==> config.mk <==
export PLATFORM = sky130hd
export DESIGN_NAME = leaf_out_arbiter
export DESIGN_NICKNAME = d
export VERILOG_FILES = /design/src/rtl/leaf_out_arbiter_pkg.sv /design/src/rtl/rr_select.sv /design/src/rtl/leaf_out_arbiter.sv
export SDC_FILE = /design/constraint.sdc
export NUM_CORES = 1
export LEC_CHECK = 0
export ABC_AREA = 1
export CAP_MARGIN = 10
export CORE_MARGIN = 2
export CORE_UTILIZATION = 40
export CTS_CLUSTER_SIZE = 24
export DETAILED_ROUTE_END_ITERATION = 6
export PLACE_DENSITY = 0.85
export REMOVE_ABC_BUFFERS = 1
export SLEW_MARGIN = 20
export SYNTH_ARGS = -nofsm -noshare
export SYNTH_HDL_FRONTEND = slang
export SYNTH_SLANG_ARGS = --single-unit
export TNS_END_PERCENT = 50
==> constraint.sdc <==
create_clock -name clk -period 5.9 [get_ports clk]
set_input_delay 1.18 -clock clk [delete_from_list [all_inputs] [get_ports clk]]
set_output_delay 1.18 -clock clk [all_outputs]
set_load 0.01 [all_outputs]
==> src/rtl/leaf_out_arbiter_pkg.sv <==
// Shared definitions for the leaf output arbiter: FSM state encoding and a
// constant-evaluable ceil(log2) helper used to size index and counter fields.
package leaf_out_arbiter_pkg;

    typedef enum logic {
        ST_IDLE  = 1'b0,
        ST_GRANT = 1'b1
    } state_e;

    // ceil(log2(value)); returns 0 for value <= 1.
    function automatic int unsigned clog2(input int unsigned value);
        int unsigned v;
        int unsigned r;
        r = 0;
        if (value > 1) begin
            v = value - 1;
            while (v > 0) begin
                r = r + 1;
                v = v >> 1;
            end
        end
        return r;
    endfunction

endpackage

==> src/rtl/rr_select.sv <==
// Combinational round-robin selector.
// Ports: mask/request - per-requester enable and request vectors
//        last_idx     - most recently granted index; search starts at last_idx+1
//        vld          - some requester is both enabled and requesting
//        idx          - first eligible requester in round-robin order
module rr_select #(
    parameter int unsigned N     = 4,
    parameter int unsigned IDX_W = 2
) (
    input  logic [N-1:0]     mask,
    input  logic [N-1:0]     request,
    input  logic [IDX_W-1:0] last_idx,
    output logic             vld,
    output logic [IDX_W-1:0] idx
);

    logic [N-1:0] eligible;

    assign eligible = mask & request;

    // Walk offsets from farthest to nearest so the nearest eligible one wins.
    always_comb begin
        int unsigned pos;
        logic [IDX_W-1:0] cand;
        vld  = 1'b0;
        idx  = '0;
        pos  = 0;
        cand = '0;
        for (int unsigned k = N; k >= 1; k--) begin
            pos  = (32'(last_idx) + k) % N;
            cand = IDX_W'(pos);
            if (eligible[cand]) begin
                vld = 1'b1;
                idx = cand;
            end
        end
    end

endmodule

==> src/rtl/leaf_out_arbiter.sv <==
// Leaf output arbiter: shares one registered output port among NUM_REQ
// requesters with round-robin grants of up to BURST_MAX words each.
// Ports: clk, reset_n (async, active low)
//        din_req/vld_req/ack_req - per-requester stream inputs and accepts
//        req_mask                - per-requester arbitration enable
//        dout/vld_out/ack_in     - registered output stream toward the leaf
//        grant_idx               - current/last granted requester
//        busy                    - high while a grant is active
module leaf_out_arbiter
    import leaf_out_arbiter_pkg::*;
#(
    parameter int unsigned NUM_REQ      = 4,
    parameter int unsigned PAYLOAD_BITS = 32,
    parameter int unsigned BURST_MAX    = 16,
    localparam int unsigned IDX_W       = (NUM_REQ > 1) ? clog2(NUM_REQ) : 1
) (
    input  logic                            clk,
    input  logic                            reset_n,
    input  logic [NUM_REQ*PAYLOAD_BITS-1:0] din_req,
    input  logic [NUM_REQ-1:0]              vld_req,
    output logic [NUM_REQ-1:0]              ack_req,
    input  logic [NUM_REQ-1:0]              req_mask,
    output logic [PAYLOAD_BITS-1:0]         dout,
    output logic                            vld_out,
    input  logic                            ack_in,
    output logic [IDX_W-1:0]                grant_idx,
    output logic                            busy
);

    localparam int unsigned CNT_W = clog2(BURST_MAX) + 1;

    state_e                   state_q, state_d;
    logic [IDX_W-1:0]         grant_q, grant_d;
    logic [CNT_W-1:0]         cnt_q, cnt_d;
    logic [PAYLOAD_BITS-1:0]  dout_q, dout_d;
    logic                     vld_q, vld_d;

    logic [PAYLOAD_BITS-1:0]  req_word [NUM_REQ];
    logic [PAYLOAD_BITS-1:0]  cur_word;
    logic                     grant_vld;
    logic                     can_accept;
    logic                     xfer;
    logic [CNT_W-1:0]         cnt_inc;
    logic                     sel_vld;
    logic [IDX_W-1:0]         sel_idx;

    // Unpack the flat requester bus into one word per requester.
    for (genvar g = 0; g < NUM_REQ; g++) begin : g_word
        assign req_word[g] = din_req[g*PAYLOAD_BITS +: PAYLOAD_BITS];
    end

    rr_select #(
        .N     (NUM_REQ),
        .IDX_W (IDX_W)
    ) u_rr_select (
        .mask     (req_mask),
        .request  (vld_req),
        .last_idx (grant_q),
        .vld      (sel_vld),
        .idx      (sel_idx)
    );

    assign cur_word   = req_word[grant_q];
    assign grant_vld  = vld_req[grant_q] & req_mask[grant_q];
    assign can_accept = !vld_q || ack_in;
    assign xfer       = (state_q == ST_GRANT) && grant_vld && can_accept;
    assign cnt_inc    = cnt_q + CNT_W'(1);

    // Accept only for the granted requester; a masked-off grant never
    // acknowledges, so a requester cannot believe a dropped word was taken.
    always_comb begin
        ack_req = '0;
        if ((state_q == ST_GRANT) && req_mask[grant_q] && can_accept) begin
            ack_req[grant_q] = 1'b1;
        end
    end

    // Next-state: output register and arbitration FSM.
    always_comb begin
        state_d = state_q;
        grant_d = grant_q;
        cnt_d   = cnt_q;
        dout_d  = dout_q;
        vld_d   = vld_q;

        if (xfer) begin
            dout_d = cur_word;
            vld_d  = 1'b1;
        end else if (ack_in) begin
            vld_d  = 1'b0;
        end

        case (state_q)
            ST_IDLE: begin
                if (sel_vld) begin
                    grant_d = sel_idx;
                    cnt_d   = '0;
                    state_d = ST_GRANT;
                end
            end
            ST_GRANT: begin
                if (!grant_vld) begin
                    state_d = ST_IDLE;
                end else if (xfer) begin
                    cnt_d = cnt_inc;
                    if (cnt_inc == CNT_W'(BURST_MAX)) begin
                        state_d = ST_IDLE;
                    end
                end
            end
            default: state_d = ST_IDLE;
        endcase
    end

    // State registers; grant resets to the last index so requester 0 wins first.
    always_ff @(posedge clk or negedge reset_n) begin
        if (!reset_n) begin
            state_q <= ST_IDLE;
            grant_q <= IDX_W'(NUM_REQ - 1);
            cnt_q   <= '0;
            dout_q  <= '0;
            vld_q   <= 1'b0;
        end else begin
            state_q <= state_d;
            grant_q <= grant_d;
            cnt_q   <= cnt_d;
            dout_q  <= dout_d;
            vld_q   <= vld_d;
        end
    end

    assign dout      = dout_q;
    assign vld_out   = vld_q;
    assign grant_idx = grant_q;
    assign busy      = (state_q == ST_GRANT);

endmodule

==> results.txt <==
Tcrit/Tclk final - 70.9%
Post-CTS Setup Bufs - 0
Internal - 1.02 mW
leakage - 2.12 nW
Slew Viols, Final - 0
WP data arrival - 3000 ps
placed cells - 684
Multi-input gate area - 1600 um2
DP Wirelength - 6.51 mm
DRC - 0
largest net degree at the start of global routing - 75
Reg2Reg Depth - 9
PortBufs - 178
clock buffer depth - 2
Crit Path Class - flip-flop to output pin
Seq. cell area - 1030 um2
CTS Hold Bufs - 0
Synth Cell Area - 2840 um2
worst r2r dst - dout[5]$_DFFE_PN0P_
Final #Nets - 740
core box area - 6830 um2
post-layout min period - 4180 ps
Pwr Density - 393 nW/um2
CTS Sinks - 41
critical path endpoint category - output pin
non-filler instance count after layout - 692
Area Overhead vs Synth - 65.4%
vias in the first global route - 3,311
RR Startpoint - grant_idx[1]$_DFFE_PN1P_
setup ws final - 1720 ps
die width - 88.2 um
outcome - completed
Worst slew margin - 33.6%
startpoint types - flip-flop
worst skew pair latency - 290 ps
Max-Cap Viols - 0
YS warnings - 0
Sequential Power Share - 27.6%
Routability Congestion - 0.840
sequential cell area fraction in the yosys report - 36.2%
root buffer cell - clkbuf_8
Setup Skew - 5.91 ps
die area - 7790 um2
DR WL/cell - 13.1 um
final hold viol count - 0
Synth Register Bits - 41
Worst VDD drop - 0.150 mV
Boundary Pins - 179
Crit. Startpoint - grant_idx[1]$_DFFE_PN1P_
number of antenna violations at the first check in global routing - 0
TritonCTS clock tree - yes
ant diodes - 0
min-delay src - dout[26]$_DFFE_PN0P_
Synth Instances - 438
RSZ-0062 raised after global routing - false
Critical Path Fanout Max - 40
first-pass GRT wire length - 14.3 mm
drt pass-1 iters - 4
TritonCTS buffer count - 5
Clk network pwr share - 10.7%
Initial Util - 41.6%
highest clock rate - 239 MHz
Netlist cell types - 22
Starting DRT DRC Count - 175
Syn Area/Cell - 6.48 um2
Die H - 88.2 um
hold_ws - 480 ps
site row count - 30
Switching Share - 44.5%
CP Capture Point - ack_req[2]
number of fill cells in the layout - 580
min-delay worst type - flip-flop to flip-flop
layout cells sized above 1 - 3.02%
Worst Path Required - 4720 ps
Total GRT Usage - 23.3%
combinational share of power - 61.7%
final instance area - 4700 um2
Vias - 3,446
Placed Area - 4600 um2
Setup Total Neg Slack - 0 ps
clock-pin slew on the worst setup and hold paths - 80 ps
Slew @ Worst Pin - 994 ps
post_cts resized - 0
post-route ant nets - 0
vias per cell - 4.98
Detailed Route WL - 9.08 mm
final setup violation count - 0
Max H-tree Level - 2
Post-Place Worst Slack - 1930 ps
Overflow after GRT - 0
FF-to-FF setup slack - 2430 ps
net switching power figure - 823 uW
-- area by class of cell --
cell class / instances / area share [%]
multi-input cells: 353 / 34.1
clock inverters: 1 / 0.107
repair buffers: 179 / 38.0
inverters: 15 / 1.31
clock buffers: 7 / 2.05
flip-flops and latches: 41 / 21.9
well taps: 96 / 2.56
-- state kept, by name, summed over array words and instances, names as in the netlist --
name	cells
dout	32
cnt_q	5
vld_out	1
busy	1
grant_idx	2
-- synth_stat cells (all sizes together) --
cell type | instances | area share [%]
xnor2 | 2 | 0.62
nand4 | 2 | 0.44
a21oi | 1 | 0.18
ha | 6 | 2.6
dfstp | 2 | 1.9
o21ai | 67 | 12
o22ai | 33 | 7.3
inv | 15 | 2.2
buf | 13 | 3.1
clkbuf | 16 | 2.1
nand3 | 19 | 3.3
dfrtp | 39 | 34
xor2 | 1 | 0.31
nor2 | 74 | 9.8
nand2 | 146 | 20
or2 | 2 | 0.44
-- layer usage --
metal | vias to the layer above | part of all wire, % | global-route usage (%)
met1 | 1548 | 40 | 25.2
met5 | - | 0 | 0
met2 | 139 | 50 | 43.3
li1 | 1747 | - | -
met4 | 0 | 1.6 | 7.16
met3 | 12 | 8.5 | 7.09
-- how the worst min path moves through the flow --
| stage | depth (start not counted) | endpoint |
|---|---|---|
| 3_3_place_gp | 2 | dout[22]$_DFFE_PN0P_ |
| 5_1_grt | 2 | dout[3]$_DFFE_PN0P_ |
| 4_1_cts | 2 | dout[10]$_DFFE_PN0P_ |
| 6_report | 2 | dout[26]$_DFFE_PN0P_ |
| 2_1_floorplan | 2 | cnt_q[4]$_DFFE_PN0P_ |
| 3_5_place_dp | 2 | dout[26]$_DFFE_PN0P_ |
-- logic make-up (layout without fill, tap and decap cells) --
logic type,after synthesis,in the layout,share of synthesized area [%]
flip-flops,41,41,36.2
XOR/XNOR,3,3,0.926
buffers and inverters,44,202,7.36
AO/OA/AOI/OAI,101,101,19.3
AND/OR/NAND/NOR,243,243,33.6
adder cells (fa/ha/maj),6,6,2.64
-- stage by stage --
step                      util [%]  power [mW]
after CTS                     68.8        1.86
after floorplan                  -        1.13
final                         68.8        1.85
after detailed placement      67.3        1.65
after global routing          68.8        2.01
after global placement        67.3        1.62
-- critical path, stage by stage (launching register included) --
cell and delay, ps:
dfstp_2 1000, inv_1 670, o21ai_0 240, o22ai_1 100, nand3_1 150, nor2_1 60
clkdlybuf4s50_1 470
-- layout by cell type, fill, tap and decap left out --
cell	synthesis	layout
buf_2	7	1
clkinv_2	0	1
nand3_1	19	19
nand2_2	3	3
inv_6	1	1
inv_1	12	12
xor2_1	1	1
nand2_1	143	143
dfrtp_1	39	39
clkdlybuf4s50_1	0	177
nor2_1	74	74
nand4_1	2	2
ha_1	6	6
buf_4	2	1
or2_0	2	2
inv_2	2	2
xnor2_1	2	2
clkbuf_8	0	7
a21oi_1	1	1
o22ai_1	33	33
o21ai_0	67	67
dfstp_2	2	2
-- power by group through the flow --
stage / sequential [mW] / combinational [mW] / clock (mW)
after floorplan: 0.581 / 0.548 / 0
after global placement: 0.506 / 1.11 / 0
after detailed placement: 0.513 / 1.14 / 0
after CTS: 0.509 / 1.15 / 0.203
after global routing: 0.523 / 1.28 / 0.216
final: 0.510 / 1.14 / 0.198
Power figures use the tool's default switching activity.
